**config.mk**
```make
export PLATFORM = sky130hd
export DESIGN_NAME = lvds_rx_word_aligner
export DESIGN_NICKNAME = d
export VERILOG_FILES = /design/src/rtl/lvds_align_pkg.sv /design/src/rtl/lvds_align_lane.sv /design/src/rtl/lvds_rx_word_aligner.sv
export SDC_FILE = /design/constraint.sdc
export NUM_CORES = 1
export LEC_CHECK = 0
export ABC_CLOCK_PERIOD_IN_PS = 2300
export CAP_MARGIN = 20
export CORE_ASPECT_RATIO = 0.5
export CORE_MARGIN = 3
export CORE_UTILIZATION = 30
export DETAILED_ROUTE_END_ITERATION = 7
export SKIP_LAST_GASP = 1
export SLEW_MARGIN = 30
export SYNTH_ARGS = -nofsm -noshare
export SYNTH_HDL_FRONTEND = slang
export SYNTH_HIERARCHICAL = 1
export SYNTH_SLANG_ARGS = --single-unit
```
**constraint.sdc**
```tcl
create_clock -name clk -period 2.3 [get_ports clk]
set_clock_uncertainty 0.05 [all_clocks]
set_input_delay 0.345 -clock clk [delete_from_list [all_inputs] [get_ports clk]]
set_output_delay 0.345 -clock clk [all_outputs]
set_load 0.005 [all_outputs]
```
**src/rtl/lvds_align_pkg.sv**
```systemverilog
// Shared types and constants for the LVDS receive word aligner.
package lvds_align_pkg;

    typedef enum logic [2:0] {
        IDLE,
        CHECK,
        SLIP,
        WAIT,
        LOCKED,
        FAIL
    } lane_state_e;

    localparam int SLIP_PULSE = 2;

    // Ceiling log2, never below 1 so that counters always have at least one bit.
    function automatic int clog2(input int value);
        int r;
        r = 0;
        for (int i = 0; i < 31; i++) begin
            if ((1 << i) < value) r = i + 1;
        end
        return (r < 1) ? 1 : r;
    endfunction

endpackage

```
**src/rtl/lvds_align_lane.sv**
```systemverilog
// One lane's training FSM: compare against the training word, bit-slip until locked, flag failure.
module lvds_align_lane
    import lvds_align_pkg::*;
#(
    parameter int               DESER         = 8,
    parameter logic [DESER-1:0] TRAIN_PATTERN = 8'hA5,
    parameter int               LOCK_COUNT    = 16,
    parameter int               SLIP_WAIT     = 4
) (
    input  logic             clk,
    input  logic             rst,
    input  logic             pll_locked,
    input  logic             train_en,
    input  logic [DESER-1:0] rx_word,
    output logic             rx_data_align,
    output logic             ch_aligned,
    output logic             align_err
);

    localparam int MW   = clog2(LOCK_COUNT + 1);
    localparam int SW   = clog2(DESER + 1);
    localparam int TMAX = (SLIP_PULSE > SLIP_WAIT) ? SLIP_PULSE : SLIP_WAIT;
    localparam int TW   = clog2(TMAX + 1);

    lane_state_e   state_q, state_d;
    logic [MW-1:0] match_cnt_q, match_cnt_d;
    logic [SW-1:0] slip_cnt_q, slip_cnt_d;
    logic [TW-1:0] timer_q, timer_d;
    logic          align_q, align_d;
    logic          aligned_q, aligned_d;
    logic          err_q, err_d;
    logic          match;

    assign match = (rx_word == TRAIN_PATTERN);

    always_comb begin
        state_d     = state_q;
        match_cnt_d = match_cnt_q;
        slip_cnt_d  = slip_cnt_q;
        timer_d     = timer_q;
        align_d     = align_q;
        aligned_d   = aligned_q;
        err_d       = err_q;
        if (!pll_locked) begin
            // Losing the receiver clock invalidates everything, including a slip in flight.
            state_d   = IDLE;
            timer_d   = '0;
            align_d   = 1'b0;
            aligned_d = 1'b0;
            err_d     = 1'b0;
        end else begin
            case (state_q)
                IDLE: begin
                    if (train_en) begin
                        state_d     = CHECK;
                        match_cnt_d = '0;
                        slip_cnt_d  = '0;
                    end
                end
                CHECK: begin
                    if (!train_en) begin
                        state_d = IDLE;
                    end else if (match) begin
                        match_cnt_d = match_cnt_q + 1'b1;
                        if (match_cnt_q == MW'(LOCK_COUNT - 1)) begin
                            state_d   = LOCKED;
                            aligned_d = 1'b1;
                        end
                    end else begin
                        match_cnt_d = '0;
                        if (slip_cnt_q == SW'(DESER)) begin
                            state_d = FAIL;
                            err_d   = 1'b1;
                        end else begin
                            state_d    = SLIP;
                            align_d    = 1'b1;
                            slip_cnt_d = slip_cnt_q + 1'b1;
                            timer_d    = '0;
                        end
                    end
                end
                SLIP: begin
                    if (!train_en) begin
                        state_d = IDLE;
                        align_d = 1'b0;
                    end else if (timer_q == TW'(SLIP_PULSE - 1)) begin
                        state_d = WAIT;
                        align_d = 1'b0;
                        timer_d = '0;
                    end else begin
                        timer_d = timer_q + 1'b1;
                    end
                end
                WAIT: begin
                    if (!train_en) begin
                        state_d = IDLE;
                    end else if (timer_q == TW'(SLIP_WAIT - 1)) begin
                        state_d = CHECK;
                        timer_d = '0;
                    end else begin
                        timer_d = timer_q + 1'b1;
                    end
                end
                LOCKED: begin
                    if (train_en && !match) begin
                        state_d     = CHECK;
                        aligned_d   = 1'b0;
                        match_cnt_d = '0;
                        slip_cnt_d  = '0;
                    end
                end
                FAIL: begin
                    if (!train_en) begin
                        state_d = IDLE;
                        err_d   = 1'b0;
                    end
                end
                default: state_d = IDLE;
            endcase
        end
    end

    always_ff @(posedge clk) begin
        if (rst) begin
            state_q     <= IDLE;
            match_cnt_q <= '0;
            slip_cnt_q  <= '0;
            timer_q     <= '0;
            align_q     <= 1'b0;
            aligned_q   <= 1'b0;
            err_q       <= 1'b0;
        end else begin
            state_q     <= state_d;
            match_cnt_q <= match_cnt_d;
            slip_cnt_q  <= slip_cnt_d;
            timer_q     <= timer_d;
            align_q     <= align_d;
            aligned_q   <= aligned_d;
            err_q       <= err_d;
        end
    end

    assign rx_data_align = align_q;
    assign ch_aligned    = aligned_q;
    assign align_err     = err_q;

endmodule

```
**src/rtl/lvds_rx_word_aligner.sv**
```systemverilog
// Multi-lane LVDS word aligner: one training FSM per lane plus registered payload and status.
module lvds_rx_word_aligner #(
    parameter int               CHANNELS      = 1,
    parameter int               DESER         = 8,
    parameter logic [DESER-1:0] TRAIN_PATTERN = 8'hA5,
    parameter int               LOCK_COUNT    = 16,
    parameter int               SLIP_WAIT     = 4
) (
    input  logic                      clk,
    input  logic                      rst,
    input  logic                      pll_locked,
    input  logic                      train_en,
    input  logic [CHANNELS*DESER-1:0] rx_data,
    output logic [CHANNELS-1:0]       rx_data_align,
    output logic [CHANNELS-1:0]       ch_aligned,
    output logic                      all_aligned,
    output logic [CHANNELS-1:0]       align_err,
    output logic [CHANNELS*DESER-1:0] data_out,
    output logic                      data_valid
);

    logic                      all_aligned_q, all_aligned_d;
    logic [CHANNELS*DESER-1:0] data_out_q, data_out_d;
    logic                      data_valid_q, data_valid_d;

    for (genvar g = 0; g < CHANNELS; g++) begin : g_lane
        lvds_align_lane #(
            .DESER        (DESER),
            .TRAIN_PATTERN(TRAIN_PATTERN),
            .LOCK_COUNT   (LOCK_COUNT),
            .SLIP_WAIT    (SLIP_WAIT)
        ) u_lane (
            .clk          (clk),
            .rst          (rst),
            .pll_locked   (pll_locked),
            .train_en     (train_en),
            .rx_word      (rx_data[g*DESER +: DESER]),
            .rx_data_align(rx_data_align[g]),
            .ch_aligned   (ch_aligned[g]),
            .align_err    (align_err[g])
        );
    end

    // data_valid uses the registered all_aligned so it lines up with the data_out register.
    always_comb begin
        all_aligned_d = &ch_aligned;
        data_out_d    = rx_data;
        data_valid_d  = all_aligned_q && !train_en && pll_locked;
    end

    always_ff @(posedge clk) begin
        if (rst) begin
            all_aligned_q <= 1'b0;
            data_out_q    <= '0;
            data_valid_q  <= 1'b0;
        end else begin
            all_aligned_q <= all_aligned_d;
            data_out_q    <= data_out_d;
            data_valid_q  <= data_valid_d;
        end
    end

    assign all_aligned = all_aligned_q;
    assign data_out    = data_out_q;
    assign data_valid  = data_valid_q;

endmodule

```
==> impl_metrics.csv, run 1 <==
group,metric,value,unit
synthesis,synth_flop_cell,"dfxtp_1",
status,status,"complete, no violations",
sta,fin_crit,2110,ps
clocking,htree_levels,1,
critical_path,worstPathMaxFanout,4,
routing,totalWireLength,3150,um
synthesis,async_flop_share,0,%
global_routing,antenna_found_initial,0,
floorplanning,core-area,0.00457,mm^2
critical_path,crit_arrival,2270,ps
worst_hold_path,hold_path.class,"reg2reg",
sta,whs,407,ps
floorplanning,fp.dieArea,0.00586,mm^2
sta,rsz0062_at_grt,"no",
sta,slew_headroom,69.7,%
routing,wl_per_cell,12.2,um
synthesis,netlist_instances,164,
sta,tns,0,ps
synthesis,syn_nets,184,
finish,filler_cell_count,465,
synthesis,netlist.area_leader.share,37.9,%
sta,finalCritPeriodShare,91.6,%
routing,detail-route-antenna-nets,0,
critical_path,cp-end-kind,"register",
floorplanning,die_width,105,um
clocking,tritoncts,"yes",
clocking,clock_latency,280,ps
place,dpl.hpwl,2430,um
sta,drv_slew,0,
synthesis,avgSynthCellArea,9.02,um^2
synthesis,yosysMostFrequentCell,"dfxtp_1",
floorplanning,die_h,55.6,um
power,p_leak,0.699,nW
global_routing,grt_pass1_vias,1151,
place,place.gp.congestion,0.809,
synthesis,yosys-top-cells-count,"28 x dfxtp_1, 16 x a21oi_1, 16 x nor2_1, 11 x nand2_1",
finish,drive_gt1_share,17.6,%
floorplanning,row_count,17,
sta,worst_slew_pin_slew,454,ps
clocking,cts.sinks,28,
critical_path,path_cells,"ha_1, and3_1, ha_1, nor4bb_1, a21oi_1, o311a_4, o21a_1, a21oi_1",
critical_path,crit_slowest_cell,"dfxtp_1",
finish,postLayoutCoreUtil,41.1,%
sta,fmax,0.474,GHz
critical_path,crit_family,"compound AO/OA/AOI/OAI gates",
synthesis,netlist-cell-type-count,48,
clocking,clockBufferDepth,2,
floorplanning,start_util,32.3,%
finish,areaGrowthSynthToFinish,27.1,%
finish,diodes,0,
sta,timing.final.hold_violations,0,
synthesis,yosysTopAreaCell,"dfxtp_1",
routing,first_iter_violations,47,
routing,route.detailed.drc,0,
clocking,cts_buffers,3,
sta,setup_viol,0,
synthesis,syn_area,0.00148,mm^2
synthesis,yosysSeqAreaShare,37.9,%
finish,fin_nets,214,
clocking,cts_setup_buffers,0,
synthesis,synth_area_leaders,"dfxtp_1 38%, ha_1 6.8%, a21oi_1 5.4%",
place,io_buffers,24,
critical_path,crit_path_max_incr_delay,350,ps
power,power,1.04,mW
clocking,cts_root_buf,"clkbuf_8",
global_routing,overflow,0,
floorplanning,io_pins,25,
critical_path,path_class,"reg2reg",
critical_path,startpoint_type,"register",
power,p_per_area,555,mW/mm^2
routing,detail_route.vias_per_cell,4.73,
clocking,postCtsHoldBufs,0,
critical_path,required,2460,ps
synthesis,synth_edf_count,0,
routing,vias,1225,
global_routing,grt_max_degree,17,
routing,first_pass_iters,4,
clocking,cts_resized,0,
synthesis,yosysWarnings,6,
synthesis,synth-seq-cells,28,
clocking,clkTransAtPathRegs,100,ps
run,maxCapViolations,0,
power,vdd_drop_max,0.230,mV
global_routing,track_usage,11.0,%
global_routing,grt_pass1_wl,5400,um
critical_path,path_buf_inv,0,
[power breakdown]
part	total, mW	internal (mW)	switching [mW]
clock	0.394	0.233	0.161
combinational	0.132	0.0733	0.0590
sequential	0.516	0.503	0.0133
total	1.04	0.810	0.233
[cell usage in the layout, fill, tap and decap left out, drive strengths merged]
cell type	n
nor2	16
nor3b	2
and2b	10
nand3b	1
clkbuf	3
nand2	12
o21ai	6
dfxtp	28
o31ai	1
a32oi	1
o211ai	1
a21o	2
o21bai	3
and3b	1
nand4	2
o311a	1
a22o	1
bufinv	1
and3	3
buf	7
clkdlybuf4s50	24
nand4b	1
nand3	4
a211oi	1
nor4bb	1
mux2i	1
a21oi	17
or3	4
a31oi	5
ha	8
inv	9
nor3	1
nor2b	4
a2bb2oi	1
o21a	1
o2111ai	1
nand2b	4
or2	1
and4bb	3
[path summary, 6_finish.rpt]
kind | slack [ps] | from | depth (start not counted) | to
max | 190 | g_lane[0].u_lane/match_cnt_q[0]$_SDFFE_PP0P_ | 8 | g_lane[0].u_lane/state_q[0]$_SDFFE_PP0P_
min | 410 | g_lane[0].u_lane/match_cnt_q[4]$_SDFFE_PP0P_ | 2 | g_lane[0].u_lane/match_cnt_q[4]$_SDFFE_PP0P_
max reg2reg | 190 | g_lane[0].u_lane/match_cnt_q[0]$_SDFFE_PP0P_ | 8 | g_lane[0].u_lane/state_q[0]$_SDFFE_PP0P_
min reg2reg | 410 | g_lane[0].u_lane/match_cnt_q[4]$_SDFFE_PP0P_ | 2 | g_lane[0].u_lane/match_cnt_q[4]$_SDFFE_PP0P_
[flip-flops by register name, indices dropped and copies added (netlist names)]
name and cells:
all_aligned 1, data_out 8, data_valid 1, g_lane.u_lane/align_err 1
g_lane.u_lane/ch_aligned 1, g_lane.u_lane/match_cnt_q 5, g_lane.u_lane/rx_data_align 1, g_lane.u_lane/slip_cnt_q 4
g_lane.u_lane/state_q 3, g_lane.u_lane/timer_q 3
[routing by layer]
metal	track usage (%)	share of wire, %	up-vias
met5	0	0	-
met4	1.68	0	0
met3	2.67	3.3	0
met2	17.8	45	14
met1	15.2	52	579
li1	-	-	632
[worst register-to-register path: stages, from the launching register on]
cell,delay [ps]
dfxtp_1,350
ha_1,230
and3_1,190
ha_1,200
nor4bb_1,330
a21oi_1,100
o311a_4,350
o21a_1,110
a21oi_1,130
[final cells by class]
cell class              count  area, um^2  area share (%)
clock buffers               3        41.3            2.20
repair buffers             31         293            15.6
inverters                   9        33.8            1.80
clock inverters             1        30.0            1.60
well taps                  66        82.6            4.39
flip-flops and latches     28         561            29.8
multi-input cells         121         838            44.6
[per-stage QoR]
step,cell area [um^2],setup slack (ps),instances
2_1_floorplan,1480,442,164
3_3_place_gp,1810,215,255
3_5_place_dp,1810,204,255
4_1_cts,1880,225,259
5_1_grt,1880,99.0,259
6_report,1880,192,259
[logic make-up after synthesis]
| family | Yosys count | share of synthesized area, % |
|---|---|---|
| muxes | 1 | 0.677 |
| buffers and inverters | 15 | 5.41 |
| and+or+nand+nor | 70 | 29.9 |
| adders and majority gates | 8 | 6.77 |
| AOI/OAI and AO/OA | 42 | 19.4 |
| DFF | 28 | 37.9 |
No activity file was read; power rests on OpenSTA's default activity.
==> inputs of run 2 (changes only) <==
Settings changed: CORE_MARGIN 3 to 2, RECOVER_POWER set to 50.
==> run 2 against run 1 <==
  * Maximum frequency increased by 0.65%
  * Design area down 2.3%
  * Critical path type unchanged
  * Worst hold slack gained 5.3 ps
  * Critical path depth unchanged
  * Sequential share of layout area is 0.69 points higher
  * Sequential power barely moved
  * Flip-flop and latch count unchanged
  * Power shrank 8.7%
==> impl_metrics.csv, run 2 (synthesis results as in run 1) <==
group,metric,value,unit
clocking,cts_resized,0,
critical_path,ff2ff_setup_slack,210,ps
power,pwr-share-comb,12.9,%
status,status,"complete, no violations",
place,io_buffers,24,
critical_path,critical_path.reg2reg.endpoint,"g_lane[0].u_lane/state_q[2]$_SDFFE_PP0P_",
global_routing,grt_pass1_wl,5480,um
sta,finalCritPeriodShare,91.0,%
finish,areaGrowthSynthToFinish,24.2,%
place,dpl.hpwl,2420,um
power,power.switching,229,uW
clocking,cts_root_buf,"clkbuf_8",
global_routing,overflow,0,
power,power.share.sequential,54.4,%
critical_path,crit_path_max_incr_delay,350,ps
routing,totalWireLength,3240,um
finish,drive_gt1_share,15.8,%
critical_path,startpoint_type,"register",
critical_path,path_cells,"ha_1, and3_1, ha_1, nor4bb_1, a21oi_1, o311a_4, mux2i_1, nor2_1",
floorplanning,die_width,103,um
power,power_frac_clock,32.7,%
power,power,952,uW
critical_path,crit_family,"simple AND/OR/NAND/NOR gates",
floorplanning,die_h,53.6,um
sta,drv_slew,0,
routing,detail_route.vias_per_cell,4.88,
power,p_per_area,518,mW/mm^2
clocking,cts_buffers,3,
clocking,cts_setup_buffers,0,
place,dpl.cell_count,252,
clocking,htree_levels,1,
global_routing,antenna_found_initial,0,
finish,fin_nets,211,
clocking,cts.sinks,28,
worst_hold_path,hold_path.class,"reg2reg",
finish,most-common-layout-cells,"28 x dfxtp_1, 16 x a21oi_1, 16 x nor2_1, 13 x clkdlybuf4s50_1",
global_routing,grt_pass1_vias,1133,
place,place.gp.congestion,0.816,
sta,setup_viol,0,
routing,first_pass_iters,4,
routing,route.detailed.drc,0,
clocking,clockBufferDepth,2,
floorplanning,row_count,17,
routing,wl_per_cell,12.6,um
finish,largest_reg_flops,8,
worst_hold_path,hp-start,"g_lane[0].u_lane/match_cnt_q[4]$_SDFFE_PP0P_",
sta,slew_headroom,54.4,%
finish,filler_cell_count,451,
finish,layout.cells.non_filler,256,
critical_path,path_class,"reg2reg",
floorplanning,core-area,0.00457,mm^2
critical_path,reg2reg_depth,8,
routing,first_iter_violations,77,
sta,worst_slew_pin_slew,684,ps
power,vdd_drop_max,0.212,mV
critical_path,cp_common_cell,"ha_1",
critical_path,r2r-start,"g_lane[0].u_lane/match_cnt_q[0]$_SDFFE_PP0P_",
critical_path,path_buf_inv,0,
run,maxCapViolations,0,
sta,rsz0062_at_grt,"no",
critical_path,crit_slowest_cell,"dfxtp_1",
sta,fin_crit,2090,ps
worst_hold_path,holdPathEnd,"g_lane[0].u_lane/match_cnt_q[4]$_SDFFE_PP0P_",
power,p_leak,0.697,nW
sta,timing.final.hold_violations,0,
worst_hold_path,min_path_cells,2,
finish,diodes,0,
clocking,clock_latency,280,ps
global_routing,grt_max_degree,19,
finish,register_area,561,um^2
sta,tns,0,ps
routing,vias,1248,
sta,fmax,0.478,GHz
place,pre_cts_ws,163,ps
floorplanning,fp.dieArea,0.00554,mm^2
floorplanning,start_util,32.3,%
routing,detail-route-antenna-nets,0,
finish,layout_commonest_cell,"dfxtp_1",
critical_path,cp-end-kind,"register",
clocking,tritoncts,"yes",
global_routing,track_usage,12.9,%
critical_path,required,2420,ps
finish,postLayoutCoreUtil,40.2,%
floorplanning,io_pins,25,
critical_path,worstPathMaxFanout,4,
critical_path,crit_arrival,2210,ps
sta,layout_setup_ws,206,ps
clocking,clkTransAtPathRegs,100,ps
power,swShare,24.0,%
finish,multi_input_area,838,um^2
clocking,postCtsHoldBufs,0,
power,internal_power,723,uW
[run 2: worst max-delay path by stage]
stage                                                       startpoint                                      endpoint  slack, ps  cells after the start
after floorplan           g_lane[0].u_lane/match_cnt_q[0]$_SDFFE_PP0P_      g_lane[0].u_lane/state_q[2]$_SDFFE_PP0P_        440                      8
after global placement    g_lane[0].u_lane/match_cnt_q[0]$_SDFFE_PP0P_      g_lane[0].u_lane/state_q[2]$_SDFFE_PP0P_        240                      8
after detailed placement                                      train_en  g_lane[0].u_lane/match_cnt_q[1]$_SDFFE_PP0P_        160                      6
after CTS                 g_lane[0].u_lane/match_cnt_q[0]$_SDFFE_PP0P_      g_lane[0].u_lane/state_q[2]$_SDFFE_PP0P_        220                      8
after global routing      g_lane[0].u_lane/match_cnt_q[0]$_SDFFE_PP0P_      g_lane[0].u_lane/state_q[2]$_SDFFE_PP0P_        130                      8
final                     g_lane[0].u_lane/match_cnt_q[0]$_SDFFE_PP0P_      g_lane[0].u_lane/state_q[2]$_SDFFE_PP0P_        210                      8
[run 2: final cells by class]
cell class	instances	area share, %
clock buffer	4	3.00
inverter	9	1.84
multi-input combinational	121	45.6
sequential	28	30.5
tap	66	4.50
timing repair buffer	28	14.5
[run 2: per-layer routing]
metal	vias to the layer above	part of all wire [%]	track usage (%)
met5	-	0	0
met4	0	0.83	2.63
met3	4	4.4	4.03
met2	28	45	20.5
met1	582	50	17.6
li1	634	-	-
[run 2: through the flow]
step | hold WS [ps] | cell area, um^2
after floorplan | 382 | 1480
after global placement | 392 | 1790
after detailed placement | 400 | 1790
after CTS | 414 | 1840
after global routing | 461 | 1840
final | 412 | 1840
[run 2: power groups by stage]
stage / sequential [mW] / clock, mW / combinational (mW)
after floorplan: 0.525 / 0 / 0.0768
after global placement: 0.529 / 0 / 0.124
after detailed placement: 0.529 / 0 / 0.128
after CTS: 0.518 / 0.325 / 0.129
after global routing: 0.522 / 0.342 / 0.138
final: 0.518 / 0.311 / 0.123
[run 2: worst register-to-register path, cell delays in order, from the launching register on]
cell	delay [ps]
dfxtp_1	350
ha_1	230
and3_1	190
ha_1	200
nor4bb_1	330
a21oi_1	90
o311a_4	350
mux2i_1	150
nor2_1	50
==> inputs of run 3 (changes only) <==
Settings changed: CAP_MARGIN 20 to not set, HOLD_SLACK_MARGIN set to 0.1.
==> results of run 3 <==
No change in the layout: final DEF, timing and power equal those of run 2.
